===== src/rtl/ultrasonido_distancia_if.sv =====
// Bundle between the echo counter stage, the game logic and the distance converter.
interface ultrasonido_distancia_if #(
   parameter int COUNT_W = 16,
   parameter int DIST_W  = 9
);
   logic [COUNT_W-1:0] count;
   logic               calculate;
   logic [DIST_W-1:0]  threshold;
   logic [DIST_W-1:0]  dist_raw;
   logic [DIST_W-1:0]  dist_cm;
   logic               dist_valid;
   logic               range_err;
   logic               near;
   logic               busy;
   logic               overrun;

   modport master (
      output count, calculate, threshold,
      input  dist_raw, dist_cm, dist_valid, range_err, near, busy, overrun
   );

   modport slave (
      input  count, calculate, threshold,
      output dist_raw, dist_cm, dist_valid, range_err, near, busy, overrun
   );
endinterface


===== src/rtl/ultrasonido_distancia.sv =====
// Echo ticks to centimetres: serial restoring divider, range check and a 4-sample
// moving average, with registered results and a one-cycle valid strobe.
module ultrasonido_distancia #(
   parameter int COUNT_W = 16,
   parameter int DIST_W  = 9,
   parameter int DIV     = 58,
   parameter int MAX_CM  = 400
) (
   input logic                   CLKOUT,
   input logic                   reset,
   ultrasonido_distancia_if.slave bus
);
   localparam int BIT_W = $clog2(COUNT_W + 1);
   localparam int SUM_W = DIST_W + 2;
   localparam logic [COUNT_W:0]   DIV_C = (COUNT_W + 1)'(DIV);
   localparam logic [COUNT_W-1:0] MAX_Q = COUNT_W'(MAX_CM);
   localparam logic [DIST_W-1:0]  MAX_D = DIST_W'(MAX_CM);

   typedef enum logic [1:0] {
      ST_IDLE = 2'd0,
      ST_DIV  = 2'd1,
      ST_AVG  = 2'd2,
      ST_DONE = 2'd3
   } state_t;

   state_t state_r, state_s;

   logic                       calc_prev_r;
   logic [COUNT_W-1:0]         dividend_r, dividend_s;
   logic [COUNT_W-1:0]         quotient_r, quotient_s;
   logic [COUNT_W:0]           rem_r, rem_s;
   logic [BIT_W-1:0]           bit_cnt_r, bit_cnt_s;
   logic                       count_zero_r, count_zero_s;
   logic [3:0][DIST_W-1:0]     buf_r, buf_s;
   logic                       fill_r, fill_s;
   logic [1:0]                 wptr_r, wptr_s;
   logic [DIST_W-1:0]          dist_raw_r, dist_raw_s;
   logic [DIST_W-1:0]          dist_cm_r, dist_cm_s;
   logic                       dist_valid_r, dist_valid_s;
   logic                       range_err_r, range_err_s;
   logic                       near_r, near_s;
   logic                       busy_r, busy_s;
   logic                       overrun_r, overrun_s;

   logic                       edge_s;
   logic [COUNT_W:0]           rem_shift_s;
   logic                       sub_ok_s;
   logic                       err_s;
   logic [SUM_W-1:0]           sum_s;

   assign edge_s      = bus.calculate & ~calc_prev_r;
   assign rem_shift_s = {rem_r[COUNT_W-1:0], dividend_r[COUNT_W-1]};
   assign sub_ok_s    = (rem_shift_s >= DIV_C);
   assign err_s       = count_zero_r | (quotient_r > MAX_Q);

   // State register
   always_ff @(posedge CLKOUT) begin
      if (reset) begin
         state_r <= ST_IDLE;
      end else begin
         state_r <= state_s;
      end
   end

   // Next-state logic
   always_comb begin
      state_s = state_r;
      case (state_r)
         ST_IDLE: begin
            if (edge_s) begin
               state_s = ST_DIV;
            end else begin
               state_s = ST_IDLE;
            end
         end
         ST_DIV: begin
            if (bit_cnt_r == BIT_W'(1)) begin
               state_s = ST_AVG;
            end else begin
               state_s = ST_DIV;
            end
         end
         ST_AVG:  state_s = ST_DONE;
         ST_DONE: state_s = ST_IDLE;
         default: state_s = ST_IDLE;
      endcase
   end

   // Datapath and output next values; results are loaded in AVG so they show in DONE
   always_comb begin
      dividend_s   = dividend_r;
      quotient_s   = quotient_r;
      rem_s        = rem_r;
      bit_cnt_s    = bit_cnt_r;
      count_zero_s = count_zero_r;
      buf_s        = buf_r;
      fill_s       = fill_r;
      wptr_s       = wptr_r;
      dist_raw_s   = dist_raw_r;
      dist_cm_s    = dist_cm_r;
      dist_valid_s = 1'b0;
      range_err_s  = range_err_r;
      near_s       = near_r;
      busy_s       = busy_r;
      overrun_s    = overrun_r;
      case (state_r)
         ST_IDLE: begin
            if (edge_s) begin
               dividend_s   = bus.count;
               quotient_s   = '0;
               rem_s        = '0;
               bit_cnt_s    = BIT_W'(COUNT_W);
               count_zero_s = (bus.count == '0);
               busy_s       = 1'b1;
            end else begin
               busy_s       = 1'b0;
            end
         end
         ST_DIV: begin
            if (sub_ok_s) begin
               rem_s = rem_shift_s - DIV_C;
            end else begin
               rem_s = rem_shift_s;
            end
            quotient_s = {quotient_r[COUNT_W-2:0], sub_ok_s};
            dividend_s = {dividend_r[COUNT_W-2:0], 1'b0};
            bit_cnt_s  = bit_cnt_r - BIT_W'(1);
         end
         ST_AVG: begin
            dist_valid_s = 1'b1;
            range_err_s  = err_s;
            if (err_s) begin
               dist_raw_s = count_zero_r ? '0 : MAX_D;
            end else begin
               dist_raw_s = quotient_r[DIST_W-1:0];
               if (!fill_r) begin
                  buf_s  = {4{quotient_r[DIST_W-1:0]}};
                  fill_s = 1'b1;
               end else begin
                  buf_s[wptr_r] = quotient_r[DIST_W-1:0];
                  wptr_s        = wptr_r + 2'd1;
               end
            end
         end
         ST_DONE: begin
            busy_s = 1'b0;
         end
         default: begin
            busy_s = 1'b0;
         end
      endcase
      sum_s = SUM_W'(buf_s[0]) + SUM_W'(buf_s[1]) + SUM_W'(buf_s[2]) + SUM_W'(buf_s[3]);
      if ((state_r == ST_AVG) && !err_s) begin
         dist_cm_s = sum_s[SUM_W-1:2];
         near_s    = (sum_s[SUM_W-1:2] < bus.threshold);
      end else begin
         dist_cm_s = dist_cm_r;
         near_s    = near_r;
      end
      // A new edge during a conversion is only flagged, never acted on
      if (edge_s && (state_r != ST_IDLE)) begin
         overrun_s = 1'b1;
      end else begin
         overrun_s = overrun_r;
      end
   end

   // Datapath and output registers
   always_ff @(posedge CLKOUT) begin
      if (reset) begin
         calc_prev_r  <= 1'b0;
         dividend_r   <= '0;
         quotient_r   <= '0;
         rem_r        <= '0;
         bit_cnt_r    <= '0;
         count_zero_r <= 1'b0;
         buf_r        <= '0;
         fill_r       <= 1'b0;
         wptr_r       <= 2'd0;
         dist_raw_r   <= '0;
         dist_cm_r    <= '0;
         dist_valid_r <= 1'b0;
         range_err_r  <= 1'b0;
         near_r       <= 1'b0;
         busy_r       <= 1'b0;
         overrun_r    <= 1'b0;
      end else begin
         calc_prev_r  <= bus.calculate;
         dividend_r   <= dividend_s;
         quotient_r   <= quotient_s;
         rem_r        <= rem_s;
         bit_cnt_r    <= bit_cnt_s;
         count_zero_r <= count_zero_s;
         buf_r        <= buf_s;
         fill_r       <= fill_s;
         wptr_r       <= wptr_s;
         dist_raw_r   <= dist_raw_s;
         dist_cm_r    <= dist_cm_s;
         dist_valid_r <= dist_valid_s;
         range_err_r  <= range_err_s;
         near_r       <= near_s;
         busy_r       <= busy_s;
         overrun_r    <= overrun_s;
      end
   end

   assign bus.dist_raw   = dist_raw_r;
   assign bus.dist_cm    = dist_cm_r;
   assign bus.dist_valid = dist_valid_r;
   assign bus.range_err  = range_err_r;
   assign bus.near       = near_r;
   assign bus.busy       = busy_r;
   assign bus.overrun    = overrun_r;
endmodule


===== src/flat_wrapper.sv =====
// flat-port wrapper written by rule: the top's interface ports become plain ports
module ultrasonido_distancia_flat 
#(
   parameter int COUNT_W = 16,
   parameter int DIST_W  = 9,
   parameter int DIV     = 58,
   parameter int MAX_CM  = 400
)
  (CLKOUT, reset, bus_count, bus_calculate, bus_threshold, bus_dist_raw, bus_dist_cm, bus_dist_valid, bus_range_err, bus_near, bus_busy, bus_overrun);
  ultrasonido_distancia_if #(.COUNT_W(COUNT_W), .DIST_W(DIST_W)) bus_i ();
  input logic CLKOUT;
  input logic reset;
  input wire logic [$bits(bus_i.count)-1:0] bus_count;
  input wire logic [$bits(bus_i.calculate)-1:0] bus_calculate;
  input wire logic [$bits(bus_i.threshold)-1:0] bus_threshold;
  output wire logic [$bits(bus_i.dist_raw)-1:0] bus_dist_raw;
  output wire logic [$bits(bus_i.dist_cm)-1:0] bus_dist_cm;
  output wire logic [$bits(bus_i.dist_valid)-1:0] bus_dist_valid;
  output wire logic [$bits(bus_i.range_err)-1:0] bus_range_err;
  output wire logic [$bits(bus_i.near)-1:0] bus_near;
  output wire logic [$bits(bus_i.busy)-1:0] bus_busy;
  output wire logic [$bits(bus_i.overrun)-1:0] bus_overrun;
  assign bus_i.count = bus_count;
  assign bus_i.calculate = bus_calculate;
  assign bus_i.threshold = bus_threshold;
  assign bus_dist_raw = bus_i.dist_raw;
  assign bus_dist_cm = bus_i.dist_cm;
  assign bus_dist_valid = bus_i.dist_valid;
  assign bus_range_err = bus_i.range_err;
  assign bus_near = bus_i.near;
  assign bus_busy = bus_i.busy;
  assign bus_overrun = bus_i.overrun;
  ultrasonido_distancia #(.COUNT_W(COUNT_W), .DIST_W(DIST_W), .DIV(DIV), .MAX_CM(MAX_CM)) u_core (.CLKOUT(CLKOUT), .reset(reset), .bus(bus_i));
endmodule

===== config.mk =====
export PLATFORM = sky130hd
export DESIGN_NAME = ultrasonido_distancia_flat
export DESIGN_NICKNAME = d
export VERILOG_FILES = /design/src/rtl/ultrasonido_distancia_if.sv /design/src/rtl/ultrasonido_distancia.sv /design/src/flat_wrapper.sv
export SDC_FILE = /design/constraint.sdc
export NUM_CORES = 1
export LEC_CHECK = 0
export ABC_AREA = 0
export BUFFER_PORTS_ARGS = -buffer_cell sky130_fd_sc_hd__buf_2
export CORE_ASPECT_RATIO = 1.75
export CORE_MARGIN = 2
export CORE_UTILIZATION = 26
export CTS_CLUSTER_DIAMETER = 80
export DETAILED_ROUTE_END_ITERATION = 7
export PLACE_DENSITY_LB_ADDON = 0.2
export RECOVER_POWER = 100
export SETUP_SLACK_MARGIN = 0.2
export SYNTH_ARGS = -nofsm -noshare
export SYNTH_HDL_FRONTEND = slang
export SYNTH_SLANG_ARGS = --single-unit

===== constraint.sdc =====
create_clock -name CLKOUT -period 10.5 [get_ports CLKOUT]
set_clock_uncertainty 0.2 [all_clocks]
set_input_delay 0.525 -clock CLKOUT [delete_from_list [all_inputs] [get_ports CLKOUT]]
set_output_delay 0.525 -clock CLKOUT [all_outputs]
set_load 0.02 [all_outputs]

After elaboration in Yosys (flattened, before gate mapping)
Cells that the tools add are included.
{ "word_totals": {"ff_bits": 119} }
{ "op_classes": {"n_addsub": 6, "n_lt_le_gt_ge": 5, "n_eq_ne": 5, "mux": 23, "bitwise": 4, "reduce_logical": 13} }
{ "op_table": {"columns": ["cell", "n"], "rows": [
  ["two-way mux 36 bit", 3],
  ["one-hot mux 16 bit (2 select lines)", 3],
  ["two-way mux 16 bit", 4],
  ["bitwise mux 36 bit", 1],
  ["two-way mux 9 bit", 3],
  ["adder 11 x 9 -> 11 bit", 2],
  ["demux 9 bit (select 2 bit)", 1],
  ["greater-or-equal comparator 17 x 6 -> 1 bit (second input constant)", 1],
  ["> comparator 16 x 9 -> 1 bit (second input constant)", 1],
  ["logical NOT 16 bit", 1],
  ["subtractor 16 x 6 -> 16 bit (second input constant)", 1],
  ["adder 9 x 9 -> 10 bit", 1],
  ["one-hot mux 5 bit (2 select lines)", 1],
  ["< comparator 9 bit", 1],
  ["one-hot mux 2 bit (4 select lines)", 1],
  ["AND reduction 2 bit", 3],
  ["nonzero test 2 bit", 3],
  ["equality test 5 x 1 -> 1 bit (second input constant)", 1],
  ["two-way mux 5 bit", 1],
  ["subtractor 5 x 1 -> 5 bit (second input constant)", 1],
  ["equality test 2 bit (second input constant)", 2],
  ["logical AND 1 bit", 3],
  ["< comparator 2 x 3 -> 1 bit (second input constant)", 1],
  ["two-way mux 1 bit", 3],
  ["12 further kinds", 13]
]} }

Longest topological paths before layout
{ "depth": {"ltp_word": 12, "ltp_mapped": 27} }

Worst setup path after synthesis
OpenSTA, ideal clock, no wires.
{ "synth_path": {"path_kind": "flip-flop to flip-flop", "start": "register u_core.state_r[0]", "end": "register u_core.near_r (netlist: u_core.bus.near)", "arrival_ns": 5.493, "t_required_ns": 10.199, "path_slack_ns": 4.706, "stages_incl_launch_ff": 26, "path_buffers": 1, "cell_sequence": "dfxtp_1 -> inv_1 -> ha_1 -> clkbuf_1 -> inv_1 -> nor3_4 -> o21ai_2 -> mux2_2 -> ha_1 -> a21o_1 -> a21oi_1 -> xnor2_1 -> fa_1 -> inv_1 -> ha_1 -> and4b_1 -> nand2_1 -> or4_1 -> o211a_2 -> a21oi_2 -> xor2_1 -> ha_1 -> o21ai_0 -> a21oi_1 -> o41a_1 -> o41ai_1"} }
{ "synth_rtl": {"columns": ["element", "line", "source"], "rows": [
  ["from (decl)", "ultrasonido_distancia.sv:26", "state_t state_r, state_s;"],
  ["from (signal assigned)", "ultrasonido_distancia.sv:61", "state_r <= state_s;"],
  ["to (signal assigned)", "ultrasonido_distancia.sv:201", "near_r <= near_s;"],
  ["to (decl)", "ultrasonido_distancia.sv:41", "logic near_r, near_s;"]
]} }

==> reports/metrics.csv <==
metric;value;unit
synthArstFlopShare;0;%
startpoint;u_core.state_r[0];
clock-sinks;119;
critPathKind;flop to flop;
peakVddDrop;115;uV
die_w;120;um
r2r_start;u_core.state_r[0];
fin_crit;8.34;ns
rows;74;
status;finished with violations;
first_pass_iters;4;
ant_nets;0;
ys_warn_count;0;
timing.final.crit_share;79.4;%
post_dp_cell_area;6700;um2
synth_top_area_share;38.6;%
final_area;7210;um2
num_vias;4851;
netlist_area;6170;um2
cts_resized;0;
final-hold-violation-count;0;
nets;790;
cts_root_buffer;clkbuf_16;
fmax;120;MHz
cp_common_cell;ha_1;
start_util;26.4;%
violations;max-capacitance violations, max-slew violations;
grtUsageTotal;13.1;%
p_leak;2.98;nW
multi_input_area;3500;um2
setup_violations;0;
htreeDepth;4;
holdCritStartpoint;bus_calculate;
fin_cells;1032;
dieHeight;208;um
synth_area_leaders;dfxtp_1 (39%), ha_1 (7.5%), mux2_2 (4.9%);
synth-seq-cells;119;
slowest_delay;1.70;ns
synth-main-ff-cell;dfxtp_1;
ios;51;
cpMaxStageDelayCell;nor3_1;
grt_max_degree;58;
antenna_found_initial;0;
wire_per_inst;15.4;um
cts_made_buffers;17;
grt_pass1_wl;25600;um
cts_max_path_buffers;2;
slew_violations;133;
hpwl;11300;um
n_fill_cell;2500;
synth_most_common_cell;dfxtp_1;
gp_congestion;0.763;
end_kind;flop;
tns;0;ns
insertion_delay;0.41;ns
crit_path_start_kind;flop;
syn-num-nets;752;
worstPathRequired;10.59;ns
syn_avg_cell_area;9.12;um2
antennaDiodeCount;0;
routed_wl;15900;um
seq_area;2380;um2
critPathMaxFanout;16;
post_cts_buffers;0;
portBuffers;50;
syn2layout_area_growth;16.9;%
ys_seq_area_share;38.6;%
synth.cells.most_frequent;dfxtp_1 (119), nor2_1 (59), a21oi_1 (52);
drcViolationCount;0;
crit_chain;inv_1 > ha_1 > inv_1 > nor3_1 > o21ai_2 > mux2_1 > ha_1 > a21o_1 > a21oi_1 > xnor2_1 > fa_1 > inv_1 > ha_1 > and4b_1 > nand2_1 > or4_1 > o211a_2 > xnor2_1 > ha_1 > o21a_1 > o21ai_0 > a21oi_1 > o41a_1 > o41ai_1;
slew_headroom;-87.0;%
design.die.area;25000;um2
fp.coreArea;23300;um2
cts_tree;done;
power.density;154;nW/um2
max-cap-violations;4;
tightest_slew;2.80;ns
grt_pass1_vias;5008;
drt_iter0_drc;291;
hold_class;input port to flop;
synth_top_cell_by_area;dfxtp_1;
synth_edf_count;0;
layout-drive-gt1-share;11.0;%
overflow;0;
dp.cells;1000;
viasPerCell;4.70;
synthCells;677;
clkTransAtPathRegs;0.05;ns
postCtsHoldBufs;0;
arrival;8.43;ns
synth.distinct_cells;56;
rsz0062_at_grt;false;
[area by class of cell]
cell class              instances  area share (%)
clock buffers                  24            6.82
inverters                      33            1.72
well taps                     304            5.27
repair buffers                 54            3.37
clock inverters                 8            1.32
multi-input cells             490            48.5
flip-flops and latches        119            33.0
[where the power goes]
part           internal, mW  switching [mW]
clock                 0.373           0.208
sequential            0.462         0.00578
combinational        0.0219          0.0432
[per-stage QoR]
step / util [%] / hold slack (ns) / power, mW / setup slack, ns
final: 30.9 / 0.162 / 1.11 / 2.16
after global routing: 30.9 / 0.177 / 1.16 / 1.53
after global placement: 28.7 / 0.241 / 0.544 / 3.60
after CTS: 31.2 / 0.140 / 1.13 / 3.43
after detailed placement: 28.7 / 0.246 / 0.544 / 3.46
after floorplan: - / 0.232 / 0.522 / 4.71
[placed cells by master (no fill, tap or decap), drive strengths merged, types with 3 or more instances in the layout]
cell type  netlist  layout
o21ai           16      16
xor2             6       6
nand3           33      33
or3              8       8
a31o             3       3
clkinv           0       4
a21o             7       7
clkbuf          30      50
nor2            59      59
inv             33      33
nand4b           4       4
nor3            16      16
mux2            28      28
xnor2           24      24
ha              37      37
a21oi           54      54
a22o            14      14
and2            30      30
nor4            11      11
a211oi          14      14
fa              10      10
dfxtp          119     119
and3             3       3
o21bai           3       3
a211o            3       3
o211ai           4       4
mux2i           21      21
buf              5      28
o21a             3       3
nand2           49      49
a32oi            4       4
nand3b           4       4
[registers in the layout, indices dropped and copies added (netlist names), 2 cells and up, named ones only]
register and flops:
u_core.wptr_r 2, u_core.bus.dist_raw 9, u_core.quotient_r 16, u_core.dividend_r 16, u_core.bus.dist_cm 9, u_core.bit_cnt_r 5, u_core.buf_r 36, u_core.rem_r 16
[routing by layer]
metal  GRT usage, %  vias up  share of wire [%]
met4           5.49        0                1.9
met1           13.5     2324                 39
met5              0        -                  0
met3           2.83       15                2.6
li1               -     2448                  -
met2           24.8       64                 56
[critical path, delay by kind of cell (launching register included)]
family / cells / cell delay [ns]
AOI/OAI and AO/OA: 9 / 2.07
xor gates and xnor gates: 2 / 0.36
adders and majority gates: 5 / 1.81
buffers and inverters: 3 / 0.45
DFF: 1 / 0.32
muxes: 1 / 0.55
and+or+nand+nor: 4 / 2.44
[cells by family (layout without fill, tap and decap cells)]
group           Yosys count  after routing  synth area share, %
buf+inv                  68            119                 4.32
compound gates          136            136                 14.8
xor+xnor                 30             30                 4.26
flops                   119            119                 38.6
simple gates            228            228                 18.7
mux                      49             49                 8.58
fa+ha+maj                47             47                 10.7
[worst paths after layout]
kind / endpoint / slack (ns) / depth (start not counted)
min reg2reg: u_core.dividend_r[2] / 0.25 / 2
max: u_core.bus.near / 2.16 / 24
min: u_core.calc_prev_r / 0.16 / 2
max reg2reg: u_core.bus.near / 2.16 / 24
(Power assumes the default switching activity.)
